===== src/rtl/program_loader.sv =====
// rtl/program_loader.sv - byte-serial program image loader driving the core's program-memory write port
// Optional running checksum built only when PROGRAM_LOADER_CHECKSUM_EN is defined.
module program_loader #(
   parameter int ADDWIDTH    = 7,
   parameter int SYNC_STAGES = 2
) (
   input  logic                clk,
   input  logic                rst,
   input  logic                loadReq,
   input  logic                byteStrobe,
   input  logic [7:0]          byteIn,
   output logic                pmWrEn,
   output logic [ADDWIDTH-1:0] pmAddr,
   output logic [7:0]          instructionIn,
   output logic                cpuRst,
   output logic                loading,
   output logic                overflow,
   output logic [7:0]          checksum
);

   localparam logic [1:0] IDLE = 2'd0;
   localparam logic [1:0] LOAD = 2'd1;
   localparam logic [1:0] RUN  = 2'd2;

   localparam logic [ADDWIDTH:0] CNT_ONE = 1;

   logic [SYNC_STAGES-1:0] loadSync;
   logic [SYNC_STAGES-1:0] strobeSync;
   logic                   strobeDly;
   logic                   loadReqS;
   logic                   strobeRise;

   logic [1:0]        state;
   logic [1:0]        nextState;
   logic [ADDWIDTH:0] cnt;
   logic [7:0]        hold;
   logic              pending;
   logic              accept;
   logic              full;
   logic              enterLoad;

   always_ff @(posedge clk or posedge rst) begin
      if (rst) begin
         loadSync   <= '0;
         strobeSync <= '0;
         strobeDly  <= 1'b0;
      end else begin
         loadSync   <= {loadSync[SYNC_STAGES-2:0], loadReq};
         strobeSync <= {strobeSync[SYNC_STAGES-2:0], byteStrobe};
         strobeDly  <= strobeSync[SYNC_STAGES-1];
      end
   end

   assign loadReqS   = loadSync[SYNC_STAGES-1];
   assign strobeRise = strobeSync[SYNC_STAGES-1] & ~strobeDly;

   // The top counter bit marks "memory full"; a strobe then only raises overflow.
   always_comb begin
      accept    = (state == LOAD) && strobeRise && !cnt[ADDWIDTH];
      full      = (state == LOAD) && strobeRise && cnt[ADDWIDTH];
      enterLoad = (state != LOAD) && loadReqS;
      nextState = state;
      case (state)
         IDLE: if (loadReqS) nextState = LOAD;
         // Leaving LOAD waits for any accepted byte to be written first.
         LOAD: if (!loadReqS && !pending && !accept) nextState = RUN;
         RUN:  if (loadReqS) nextState = LOAD;
         default: nextState = IDLE;
      endcase
   end

   always_ff @(posedge clk or posedge rst) begin
      if (rst) begin
         state         <= IDLE;
         cnt           <= '0;
         hold          <= 8'h00;
         pending       <= 1'b0;
         pmWrEn        <= 1'b0;
         pmAddr        <= '0;
         instructionIn <= 8'h00;
         cpuRst        <= 1'b1;
         loading       <= 1'b0;
         overflow      <= 1'b0;
      end else begin
         state   <= nextState;
         cpuRst  <= (nextState != RUN);
         loading <= (nextState == LOAD);
         pending <= accept;
         pmWrEn  <= pending;
         if (accept) hold <= byteIn;
         if (pending) begin
            pmAddr        <= cnt[ADDWIDTH-1:0];
            instructionIn <= hold;
         end
         if (enterLoad) begin
            cnt      <= '0;
            overflow <= 1'b0;
         end else begin
            if (pending) cnt <= cnt + CNT_ONE;
            if (full) overflow <= 1'b1;
         end
      end
   end

`ifdef PROGRAM_LOADER_CHECKSUM_EN
   always_ff @(posedge clk or posedge rst) begin
      if (rst) begin
         checksum <= 8'h00;
      end else if (enterLoad) begin
         checksum <= 8'h00;
      end else if (pending) begin
         checksum <= checksum + hold;
      end
   end
`else
   assign checksum = 8'h00;
`endif

endmodule


===== config.mk =====
export PLATFORM = sky130hd
export DESIGN_NAME = program_loader
export DESIGN_NICKNAME = d
export VERILOG_FILES = /design/src/rtl/program_loader.sv
export SDC_FILE = /design/constraint.sdc
export NUM_CORES = 1
export LEC_CHECK = 0
export CAP_MARGIN = 0
export CORE_ASPECT_RATIO = 1.1
export CORE_MARGIN = 1.5
export CORE_UTILIZATION = 45
export DETAILED_ROUTE_END_ITERATION = 16
export PLACE_DENSITY = 0.81
export SLEW_MARGIN = 20
export SYNTH_ARGS = -nofsm -noshare
export SYNTH_HDL_FRONTEND = slang
export SYNTH_SLANG_ARGS = --single-unit

===== constraint.sdc =====
create_clock -name clk -period 4 [get_ports clk]
set_input_delay 0.8 -clock clk [delete_from_list [all_inputs] [get_ports clk]]
set_output_delay 0.8 -clock clk [all_outputs]
set_load 0.02 [all_outputs]

==> results.md <==
* Status: finished clean
* Root buffer cell: clkbuf_8
* Vias per cell at 4.92
* Clock Path Buffers at 2
* Reg clk slew, reported paths at 0.08 ns
* Detailed Route WL at 2780 um
* Maximum clock rate at 456 MHz
* First-pass GRT wire length at 4640 um
* Final setup fails at 0
* # diodes at 0
* # fillers at 313
* Util after Layout at 59.0%
* MaxCap Viol Count at 0
* Initial Utilization at 46.7%
* Most common cell in the netlist: dfrtp_1
* Top-Level Pins at 39
* Cts-stage hold buffer count at 0
* Worst Clk Skew at 0.00157 ns
* CP endpoint kind: output pin
* Initial antenna violation count at 0
* Cells after Synth at 123
* Largest cells by area after synthesis: dfrtp_1 62%, mux2_2 15%, buf_4 3.6%
* FP Rows at 23
* CP Launch Point: cpuRst$_DFF_PP1_
* Final Cell Area at 2140 um^2
* Post-synth EDFFs at 0
* Min Hold Slack at 0.354 ns
* Worst path arrival time at 1.39 ns
* VDD IR max at 0.355 mV
* DRC Markers at 0
* Number of global-route vias before repair at 1050
* Worst r2r path cells at 3
* Vias at 1028
* Cell area after synthesis at 1690 um^2
* Crit path time final at 2.19 ns
* Congestion Overflow GR at 0
* WS Path Type: reg -> out
* Post-synth top cells: 42 x dfrtp_1, 22 x mux2_2, 8 x buf_4, 8 x nor2_1
* Share of the synthesized area in the top cell type at 62.1%
* Ys flop type: dfrtp_1
* Clock sinks at 43
* Num CTS Buffers at 5
* Leakage at 0.943 nW
* Async set or reset register ratio after synthesis at 100%
* Port bufs at 30
* Total track usage at 15.6%
* DP HPWL at 1970 um
* Required time of the critical path at 3.20 ns
* Clk Latency, worst-skew pair at 0.29 ns
* Worst path bufs/invs at 1
* Die width at 61.5 um
* Die span in y at 67.3 um
* RR Startpoint: pending$_DFF_PP0_
* Post-CTS Setup Bufs at 0
* Slew at the pin closest to its max-slew limit at 0.916 ns
* Seq/Total Area, Yosys at 63.7%
* Slack of the critical path at 1.81 ns
* Post-CTS sizing at 0
* Post-detailed-route wirelength per cell at 13.3 um
* Yosys top cell by area: dfrtp_1
* Antenna Violating Nets Remaining at 0
* Hold WC Path Type: reg -> reg
* PD cells at 563 nW/um^2
* Yosys cell types at 30
* Fin Setup TNS at 0 ns
* Crit-path max FO at 1
* Crit path cell chain: clkdlybuf4s50_1
* Fin nets at 171
* Largest net degree at the start of global routing at 32
* Die area at 4140 um^2
* Critical path depth at 1
* Crit path max-delay family: buffers and inverters
* Slew Limit Fails at 0
* Synth warnings at 0
* Worst stage delay on the critical path at 0.59 ns
* Mean Syn Cell Area at 13.8 um^2
* Initial drt markers at 9
* Unrepaired setup endpoints after global routing: no
* Period utilization at 54.8%
* Share of layout cells above drive strength 1 at 22.0%
* FF+latch count, synth at 43
* Htree depth at 2
* Worst R2R Setup Slack at 2.10 ns
* CTS tree: yes
* Gpl congestion at 0.738
* Area Growth Syn to Fin at 26.4%
* Placed cell area at 2020 um^2
* Drt pass-1 iters at 4
* Setup Slack @ Placement at 1.71 ns
* Setup crit start kind: flop
* Slowest CP cell: clkdlybuf4s50_1
* Final hold vios at 0
* Core area at 3630 um^2
* Crit path capture: cpuRst
* Worst flop-to-flop path endpoint: cnt[7]$_DFFE_PP0P_
* Max_slew headroom at 39.0%
[layer usage]
metal | vias up | wire (um) | global-route usage, %
met3 | 5 | 132 | 4.60
met1 | 512 | 1190 | 19.6
li1 | 476 | - | -
met4 | 0 | 37 | 7.45
met2 | 35 | 1420 | 24.7
met5 | - | 0 | 0
[report_power, final]
part | internal (mW) | total (mW) | leakage (nW) | switching [mW]
registers | 0.519 | 0.573 | 0.544 | 0.0536
clock network | 0.202 | 0.342 | 0.0612 | 0.140
logic | 0.159 | 0.289 | 0.337 | 0.130
[logic make-up (layout without fill, tap and decap cells)]
family	after synthesis	count (layout)	synth area share (%)
muxes	23	23	15.2
AOI/OAI and AO/OA	12	12	4.44
buffers and inverters	14	43	4.88
adders and majority gates	1	1	0.740
and+or+nand+nor	25	25	8.73
other	1	8	0.222
xor gates and xnor gates	4	4	2.07
DFF	43	43	63.7
[final cells by class]
type	instances	area, um^2	share of cell area, %
flip-flops and latches	43	1080	50.4
clock buffers	6	82.6	3.86
repair buffers	31	308	14.4
clock inverters	2	35.0	1.64
well taps	50	62.6	2.93
multi-input cells	73	558	26.1
inverters	4	15.0	0.702
[per-stage QoR]
step	instances	total power [mW]
after floorplan	130	0.740
after global routing	209	1.26
final	209	1.20
after global placement	201	0.863
after detailed placement	201	0.872
after CTS	209	1.22
[worst min path at each step]
stage | from | slack [ns] | depth (start not counted) | endpoint
floorplan | loadSync[0]$_DFF_PP0_ | 0.33 | 0 | loadSync[1]$_DFF_PP0_
global placement | strobeSync[0]$_DFF_PP0_ | 0.33 | 0 | strobeSync[1]$_DFF_PP0_
detailed placement | strobeSync[0]$_DFF_PP0_ | 0.34 | 0 | strobeSync[1]$_DFF_PP0_
CTS | strobeSync[0]$_DFF_PP0_ | 0.35 | 0 | strobeSync[1]$_DFF_PP0_
global route | strobeSync[0]$_DFF_PP0_ | 0.36 | 0 | strobeSync[1]$_DFF_PP0_
finish | strobeSync[0]$_DFF_PP0_ | 0.35 | 0 | strobeSync[1]$_DFF_PP0_
[sequential cells by signal, summed over array words and instances (netlist names)]
signal and cells:
loadSync 2, strobeSync 2, pending 1, loading 1, instructionIn 8, cnt 8
state 2, pmAddr 7, pmWrEn 1, overflow 1, hold 8, strobeDly 1
cpuRst 1
[placed cells by master, fill, tap and decap left out, types with 3 or more instances in the layout]
cell type / n
a21oi_1: 3
clkbuf_8: 6
clkdlybuf4s50_1: 30
conb_1: 8
dfrtp_1: 42
inv_1: 3
mux2_2: 22
nand2_1: 3
nand3_1: 3
nor2_1: 8
o21ai_0: 4
xor2_1: 3
Note: power is estimated with default switching activity, not from simulation.
